<file path="src/rtl/pipeline_hazard_ctrl.sv">
// +-----------------------------------------------------------------------------+
// | pipeline_hazard_ctrl: stall/bubble/flush/redirect control for the F-D-E-M   |
// | pipeline. Optional perf counters are built when HAZARD_PERF_EN is defined.  |
// | Revision: 1.0                                                               |
// +-----------------------------------------------------------------------------+
`default_nettype none

module pipeline_hazard_ctrl #(
    parameter int REG_AW       = 4,
    parameter int PC_W         = 12,
    parameter int FLUSH_CYCLES = 1
) (
    input  logic              clk,
    input  logic              reset,
    input  logic [REG_AW-1:0] srcAddD1,
    input  logic [REG_AW-1:0] srcAddD2,
    input  logic              srcUseD1,
    input  logic              srcUseD2,
    input  logic [REG_AW-1:0] destAddE,
    input  logic              RegWriteE,
    input  logic              MemReadE,
    input  logic              branchTakenE,
    input  logic [PC_W-1:0]   branchTargetE,
    input  logic              memReq,
    input  logic              memReady,
    output logic              stallF,
    output logic              stallD,
    output logic              stallE,
    output logic              stallM,
    output logic              bubbleE,
    output logic              flushD,
    output logic              pcSelF,
    output logic [PC_W-1:0]   pcTargetF
`ifdef HAZARD_PERF_EN
    ,
    output logic [15:0]       stallCycles,
    output logic [15:0]       redirectCount
`endif
);

    localparam logic [1:0] ST_RUN      = 2'd0;
    localparam logic [1:0] ST_MEM_WAIT = 2'd1;
    localparam logic [1:0] ST_REDIRECT = 2'd2;

    localparam logic [1:0] FLUSH_INIT  = 2'(FLUSH_CYCLES - 1);
    localparam bit         MULTI_FLUSH = (FLUSH_CYCLES > 1);

    logic [1:0] state;
    logic [1:0] next_state;
    logic [1:0] fcnt;
    logic [1:0] next_fcnt;
    logic       mem_wait;
    logic       load_use;

    assign mem_wait = memReq & ~memReady;

    // Register 0 is not special here: a match on address 0 is a real hazard.
    assign load_use = MemReadE & RegWriteE &
                      ((srcUseD1 & (srcAddD1 == destAddE)) |
                       (srcUseD2 & (srcAddD2 == destAddE)));

    always_ff @(posedge clk or negedge reset) begin
        if (!reset) begin
            state <= ST_RUN;
            fcnt  <= 2'd0;
        end else begin
            state <= next_state;
            fcnt  <= next_fcnt;
        end
    end

    always_comb begin
        next_state = state;
        next_fcnt  = fcnt;
        case (state)
            ST_RUN: begin
                if (mem_wait) begin
                    next_state = ST_MEM_WAIT;
                end else if (branchTakenE && MULTI_FLUSH) begin
                    next_state = ST_REDIRECT;
                    next_fcnt  = FLUSH_INIT;
                end
            end
            ST_MEM_WAIT: begin
                if (memReady) begin
                    next_state = ST_RUN;
                end
            end
            ST_REDIRECT: begin
                // A memory stall freezes the flush countdown.
                if (!mem_wait) begin
                    next_fcnt = fcnt - 2'd1;
                    if (fcnt == 2'd1) begin
                        next_state = ST_RUN;
                    end
                end
            end
            default: begin
                next_state = ST_RUN;
                next_fcnt  = 2'd0;
            end
        endcase
    end

    always_comb begin
        stallF    = 1'b0;
        stallD    = 1'b0;
        stallE    = 1'b0;
        stallM    = 1'b0;
        bubbleE   = 1'b0;
        flushD    = 1'b0;
        pcSelF    = 1'b0;
        pcTargetF = '0;
        if (reset) begin
            case (state)
                ST_RUN: begin
                    if (mem_wait) begin
                        {stallF, stallD, stallE, stallM} = 4'hF;
                    end else if (branchTakenE) begin
                        pcSelF    = 1'b1;
                        flushD    = 1'b1;
                        bubbleE   = 1'b1;
                        pcTargetF = branchTargetE;
                    end else if (load_use) begin
                        stallF  = 1'b1;
                        stallD  = 1'b1;
                        bubbleE = 1'b1;
                    end
                end
                ST_MEM_WAIT: begin
                    if (!memReady) begin
                        {stallF, stallD, stallE, stallM} = 4'hF;
                    end
                end
                ST_REDIRECT: begin
                    flushD = 1'b1;
                    if (mem_wait) begin
                        {stallF, stallD, stallE, stallM} = 4'hF;
                    end
                end
                default: begin
                    stallF = 1'b0;
                end
            endcase
        end
    end

`ifdef HAZARD_PERF_EN
    always_ff @(posedge clk or negedge reset) begin
        if (!reset) begin
            stallCycles   <= 16'd0;
            redirectCount <= 16'd0;
        end else begin
            if (stallF && (stallCycles != 16'hFFFF)) begin
                stallCycles <= stallCycles + 16'd1;
            end
            if (pcSelF && (redirectCount != 16'hFFFF)) begin
                redirectCount <= redirectCount + 16'd1;
            end
        end
    end
`endif

endmodule

`default_nettype wire

</file>
<file path="config.mk">
export PLATFORM = sky130hd
export DESIGN_NAME = pipeline_hazard_ctrl
export DESIGN_NICKNAME = d
export VERILOG_FILES = /design/src/rtl/pipeline_hazard_ctrl.sv
export SDC_FILE = /design/constraint.sdc
export NUM_CORES = 1
export LEC_CHECK = 0
export CAP_MARGIN = 20
export CORE_AREA = 2 2 42 44
export DETAILED_ROUTE_END_ITERATION = 16
export DIE_AREA = 0 0 44 46
export GPL_TIMING_DRIVEN = 0
export PLACE_DENSITY = 0.86
export SYNTH_ARGS = -nofsm -noshare
export SYNTH_HDL_FRONTEND = slang
export SYNTH_SLANG_ARGS = --single-unit
</file>
<file path="constraint.sdc">
create_clock -name clk -period 1.7 [get_ports clk]
set_clock_uncertainty 0.1 [all_clocks]
set_input_delay 0.34 -clock clk [delete_from_list [all_inputs] [get_ports clk]]
set_output_delay 0.34 -clock clk [all_outputs]
set_load 0.05 [all_outputs]
</file>
==> summary.txt <==
Logic synthesis
  – Post-Synthesis Cells: 42
  – Post-synthesis mux area share: 0%
  – Syn_area_per_cell: approximately 7.5 um^2
  – XOR/XNOR share of the synthesized area: between 20 and 25%
  – Ys Warns: 0
  – Post-synthesis net count: 75
  – Compound-Gate Fraction of Synth Area: 16.27%
  – Synth Area in Adders: 0%
  – Largest family of logic cells by synthesized area: simple AND/OR/NAND/NOR gates
  – Sequential area share after synthesis: around 7.9%
  – #FFs+latches synth: 1
  – Netlist cell types: 19
  – Netlist Area Pre-Place: between 300 and 400 um^2
  – Synth Area in Simple Gates: 39.29%

CTS
  – Clock Pin Slew Worst Setup and Hold Paths: 0 ns
  – Clk Latency, worst-skew pair: 0 ns

STA
  – Peak Freq: 533.3 MHz
  – Max-slew violation count: 0
  – Rel. slew slack: 81.53%
  – Final WS setup: -0.1753 ns
  – Post-route minimum period: between 1.5 and 2 ns
  – Setup-failing EPs final: 9
  – Hold Fails Final Rpt: 0
  – Period utilization: 110.3%
  – Worst Tran Pin Value: 0.2783 ns
  – RSZ-0062 raised after global routing: true

Floorplan
  – Core Area: 0.001614 mm^2
  – Initial Util: around 20%
  – DIE WIDTH: 44 um
  – Std cell rows: 15
  – I/O pins: 52
  – DIE HEIGHT: approximately 46 um
  – DIE AREA: ~0.0020 mm^2

Pwr
  – Leak: 0.4865 nW
  – Peak supply drop: about 0.2 mV
  – PwrDens: 299.0 mW/mm^2
  – Total power: between 300 and 400 uW

Cells and area
  – Inserted Diodes: 0
  – Largest register FFs: 1
  – Final net count: 133
  – Top reg by flops: state
  – Final Util: between 60% and 70%
  – FILL cells: 143
  – Commonest non-fill, non-tap cell in the layout: buf_6
  – P&R area growth vs syn: 246.4%
  – Layout cell share with drive strength beyond 1: between 60% and 70%
  – Most frequent cells in the layout: buf_6, clkdlybuf4s50_1, buf_8, and3_4
  – Biggest registers after layout: state x1

GRT
  – Global-route wire length before repair: a little under 2000 um
  – Grt ovf: 0
  – Total GRT Usage: 12.56%
  – Initial antenna violation count: 0
  – Vias in the first global route: ~510
  – Largest net degree at the start of global routing: 11

Routing
  – Pre-antenna DRT Iters: 1
  – Antenna viol nets, final: 0
  – DR iter-0 viols: 0
  – Routed vias: 519
  – Vias/cell: 4.513
  – Post-Route WL: 1442 um
  – DRC viols: 0
  – WL per Instance: 12.54 um

Critical path
  – CP endpoint kind: primary output
  – CP Max Fanout: 2
  – WS Path Type: in2out
  – Crit path arrival time: 1.44 ns
  – Worst setup SP type: input port
  – Worst path required time: 1.26 ns

Placed design
  – GP Congestion: 0.6447
  – Port bufs: 51
  – Detailed placement HPWL: 1112 um

Run status
  – Status: finished with violations
  – Failing checks: setup timing

Flow run
  – Max-Cap Viols: 0

Hold path
  – Hold crit path type: in2async
==> final cells by class <==
| cell class | count | area, um^2 | area share (%) |
|---|---|---|---|
| well taps | 17 | 21.27 | 1.947 |
| plain buffers | 5 | 48.80 | 4.467 |
| repair buffers | 56 | 613.1 | 56.13 |
| flip-flops and latches | 1 | 25.02 | 2.291 |
| multi-input cells | 34 | 371.6 | 34.02 |
| inverters | 2 | 12.51 | 1.145 |
==> where the power goes <==
part,switching [mW],leakage (nW),internal (mW),total [mW]
logic,0.139,0.474,0.159,0.298
clock network,0,0,0,0
registers,0.00238,0.0125,0.0259,0.0282
==> worst paths after layout <==
kind                              from  endpoint  slack, ns  depth (start not counted)
min reg2reg                   state[0]  state[0]       0.51                          2
min                              reset  state[0]       0.02                          1
max                        srcAddD2[1]    stallF      -0.18                          7
max in group asynchronous        reset  state[0]       1.39                          1
min in group clk              memReady  state[0]       0.42                          2
max reg2reg                   state[0]  state[0]       0.85                          2
==> logic make-up (layout without fill, tap and decap cells) <==
family,Yosys count,in the layout
XOR/XNOR,8,8
buffers and inverters,7,63
AO/OA/AOI/OAI,5,5
flip-flops,1,1
AND/OR/NAND/NOR,21,21
==> metal layers <==
| layer | GRT usage, % | vias up | part of all wire (%) |
|---|---|---|---|
| met3 | 3.175 | 0 | 9.2 |
| met1 | 11.03 | 236 | 28 |
| met4 | 0 | 0 | 0 |
| li1 | - | 258 | - |
| met2 | 28.82 | 25 | 63 |
| met5 | 0 | - | 0 |
==> stage by stage <==
stage | setup TNS (ns) | cells | hold slack [ns] | setup WS (ns) | area [um^2]
final | -0.7288 | 115 | 0.01551 | -0.1753 | 1092
after global routing | -1.226 | 115 | 0.01799 | -0.2243 | 1092
after CTS | -0.5860 | 114 | 0.03828 | -0.1979 | 1015
after detailed placement | -21.83 | 110 | 0.4024 | -1.272 | 900.9
after global placement | -21.20 | 110 | 0.4021 | -1.210 | 900.9
after floorplan | -0.3465 | 42 | -0.05559 | -0.2720 | 369.1
==> Yosys cell counts (all sizes together) <==
| cell | number | share of area, % |
|---|---|---|
| a211oi | 2 | 8.7 |
| inv | 2 | 2.4 |
| xnor2 | 2 | 5.6 |
| a32oi | 1 | 2.8 |
| clkbuf | 1 | 1.2 |
| o21bai | 2 | 4.8 |
| buf | 4 | 11 |
| nor2 | 2 | 2.4 |
| and3 | 12 | 25 |
| dfrtp | 1 | 7.9 |
| nor3 | 3 | 4.8 |
| nand3 | 2 | 3.2 |
| and2 | 2 | 4.4 |
| xor2 | 6 | 17 |
==> critical path, cell delays in order <==
cell           delay (ns)
dlygate4sd2_1        0.24
xnor2_1              0.12
and2_4               0.15
a32oi_4              0.24
o21bai_4             0.09
buf_6                0.12
buf_8                0.14
==> what timing repair did <==
item                                    CTS  global route
buffers inserted                          3             1
endpoints found under the setup margin   19            18
cloned                                    1             0
pin swaps                                18             7
gates resized for setup                 203            27
hold buffers                              0             0
No activity file was read; power rests on OpenSTA's default activity.
==> patch: new RTL, config.mk and constraints unchanged <==
`PC_W`: 12 -> 6.
--- a/src/rtl/pipeline_hazard_ctrl.sv
+++ b/src/rtl/pipeline_hazard_ctrl.sv
@@ -7,7 +7,7 @@
 
 module pipeline_hazard_ctrl #(
     parameter int REG_AW       = 4,
-    parameter int PC_W         = 12,
+    parameter int PC_W         = 6,
     parameter int FLUSH_CYCLES = 1
 ) (
     input  logic              clk,
Ports: changed (resized branchTargetE and pcTargetF); port bits go from 52 to 40. The function was not compared with the original's and may differ.
==> patch against the unedited design <==
  * The run still ends with setup timing left
  * Area after synthesis shrank 15%
  * Sequential power grew 2%
  * Sequential share of layout area grew 0.79 points
  * Total power shrank 22%
  * Design area shrank 26%
  * Wire length shrank 22%
  * Worst setup slack gained 6.1 ps
  * Sequential cell count is the same
  * Synthesized cell count shrank 19%
==> patch: results (changes against the unedited design) <==
\begin{tabular}{lr}
\hline
Metric & Value \\
\hline
\multicolumn{2}{l}{\textbf{Status}} \\
\quad Result of the run & finished with violations \\
\quad Violated checks & setup timing \\
\multicolumn{2}{l}{\textbf{Cells and area}} \\
\quad Filler cells & 165 (+15\%) \\
\quad Largest registers & state x1 \\
\quad Total Nets Final & 105 (-21\%) \\
\quad Fraction of final layout cells sized beyond drive strength 1 & 68.42\% (-0.97 points) \\
\multicolumn{2}{l}{\textbf{Hold path}} \\
\quad Worst hold path type & input pin to async pin \\
\multicolumn{2}{l}{\textbf{Route}} \\
\quad Total length of routed wires & 1.121 mm (-22\%) \\
\quad Average wire per cell in the routed design & 12.05 µm (-3.9\%) \\
\quad Drt first-iter violations & 0 (unchanged) \\
\quad Number of vias per cell after detailed routing & 4.419 (-2.1\%) \\
\multicolumn{2}{l}{\textbf{Timing}} \\
\quad Worst setup slack after layout & -169.1 ps (+6.145 ps) \\
\quad Worst relative slew slack & 79.97\% (-1.6 points) \\
\quad Count of endpoints failing setup in the final report & 3 (-6) \\
\quad Total Negative Setup Slacks & -390.4 ps (+338.4 ps) \\
\multicolumn{2}{l}{\textbf{Logic synthesis}} \\
\quad Number of nets produced by synthesis & 61 (-19\%) \\
\quad Number of distinct standard cells referenced by the synthesized netlist & 17 (-2) \\
\quad Top cell types by occurrence after synthesis & 6 x xor2\_1, 5 x and3\_2, 3 x buf\_4, 3 x nor3\_1 \\
\quad Post-Syn Area per Cell & 7.875 µm² (+4.9\%) \\
\quad Part of the Yosys area used for sequential elements & 9.346\% (+1.4 points) \\
\quad Top cells by area, synth & xor2\_1 20\%, and3\_2 14\%, dfrtp\_1 9.3\% \\
\multicolumn{2}{l}{\textbf{GRT}} \\
\quad Vias in the first global route & 404 (-20\%) \\
\quad Largest net degree at the start of global routing & 9 (-2) \\
\quad Global-route usage over all layers & 11.02\% (-1.5 points) \\
\quad Global-route wire length before repair & 1.690 mm (-14\%) \\
\multicolumn{2}{l}{\textbf{Placed design}} \\
\quad PortBufs & 39 (-24\%) \\
\quad Number of placed instances with taps included & 90 (-18\%) \\
\quad Placer congestion estimate & 0.6257 (-2.9\%) \\
\quad Placed Area & 719.4 µm² (-20\%) \\
\quad DPL Wire Length & 859.4 µm (-23\%) \\
\multicolumn{2}{l}{\textbf{Power and ir drop}} \\
\quad Peak ir drop on the vdd network & 213.3 µV (+3.5\%) \\
\quad Switch share & 44.62\% (+1.3 points) \\
\quad Leakage dissipation & 0.3615 nW (-26\%) \\
\multicolumn{2}{l}{\textbf{Clock tree}} \\
\quad Post-CTS clock slew at the launch and capture registers of the worst setup and hold paths & 0 ps (unchanged) \\
\quad Clock latency on the worst-skew pair & 0 ps (unchanged) \\
\multicolumn{2}{l}{\textbf{Setup path}} \\
\quad Slowest cell on the critical path & nor3\_2 \\
\hline
\end{tabular}
## patch: cell types whose count changed after synthesis
cell      change
clkbuf_1      -1
buf_6         -1
and3_1        -9
and2_4        +1
and2_2        -1
and3_2        +3
## patch: kinds of logic after synthesis
logic type	synth area share, %
AND/OR/NAND/NOR	34.12
XOR/XNOR	26.17
AO/OA/AOI/OAI	19.16
buffers and inverters	11.21
flip-flops	9.344
## patch: per-layer routing
metal / vias to the layer above / GRT usage (%) / wire, µm
met5: - / 0 / 0
met4: 0 / 0 / 0
met3: 0 / 3.571 / 168
met2: 26 / 24.71 / 632
met1: 183 / 9.670 / 320
li1: 202 / - / -
## patch: timing repair
action,CTS,global route
resized for setup,150,18
setup endpoints to repair,13,9
pin swaps,16,11
buffers inserted,3,0
hold endpoints to repair,0,0
## patch: critical path: cells and delay by family
| kind | cells | cell delay, ps |
|---|---|---|
| buffers and inverters | 3 | 350 |
| XOR/XNOR | 1 | 160 |
| AO/OA/AOI/OAI | 2 | 360 |
| AND/OR/NAND/NOR | 1 | 230 |
## patch: through the flow
step | setup WS, ps | utilization [%] | hold slack (ps) | power (mW)
6_report | -169.1 | 50.39 | 27.81 | 0.2532
5_1_grt | -229.5 | 50.39 | 36.13 | 0.2664
4_1_cts | -168.3 | 47.21 | 28.29 | 0.2409
3_5_place_dp | -1263 | 44.57 | 404.4 | 0.2253
3_3_place_gp | -1228 | 44.57 | 402.7 | 0.2226
2_1_floorplan | -272.0 | - | -55.59 | 0.1267
## patch: cell type report
class                           instances  area share [%]
Tap cell                               17           2.615
Multi-Input combinational cell         28           39.38
Sequential cell                         1           3.077
Inverter                                2           1.231
Timing Repair Buffer                   42           50.46
Buffer                                  3           3.231
## patch: worst paths after layout
kind                                      start                   end  slack [ps]  depth (start not counted)
setup reg to reg           state[0]$_DFFE_PN0P_  state[0]$_DFFE_PN0P_         830                          2
max in group asynchronous                 reset  state[0]$_DFFE_PN0P_        1380                          1
min in group clk                       memReady  state[0]$_DFFE_PN0P_         430                          2
hold reg to reg            state[0]$_DFFE_PN0P_  state[0]$_DFFE_PN0P_         530                          2
setup / recovery                    srcAddD1[1]                stallF        -170                          7
hold / removal                            reset  state[0]$_DFFE_PN0P_          30                          1
## patch: power groups by stage
stage	logic [mW]	registers, mW	clock network [mW]
floorplan	0.0987	0.0280	0
global placement	0.194	0.0282	0
detailed placement	0.197	0.0282	0
CTS	0.212	0.0285	0
global route	0.237	0.0291	0
finish	0.225	0.0287	0
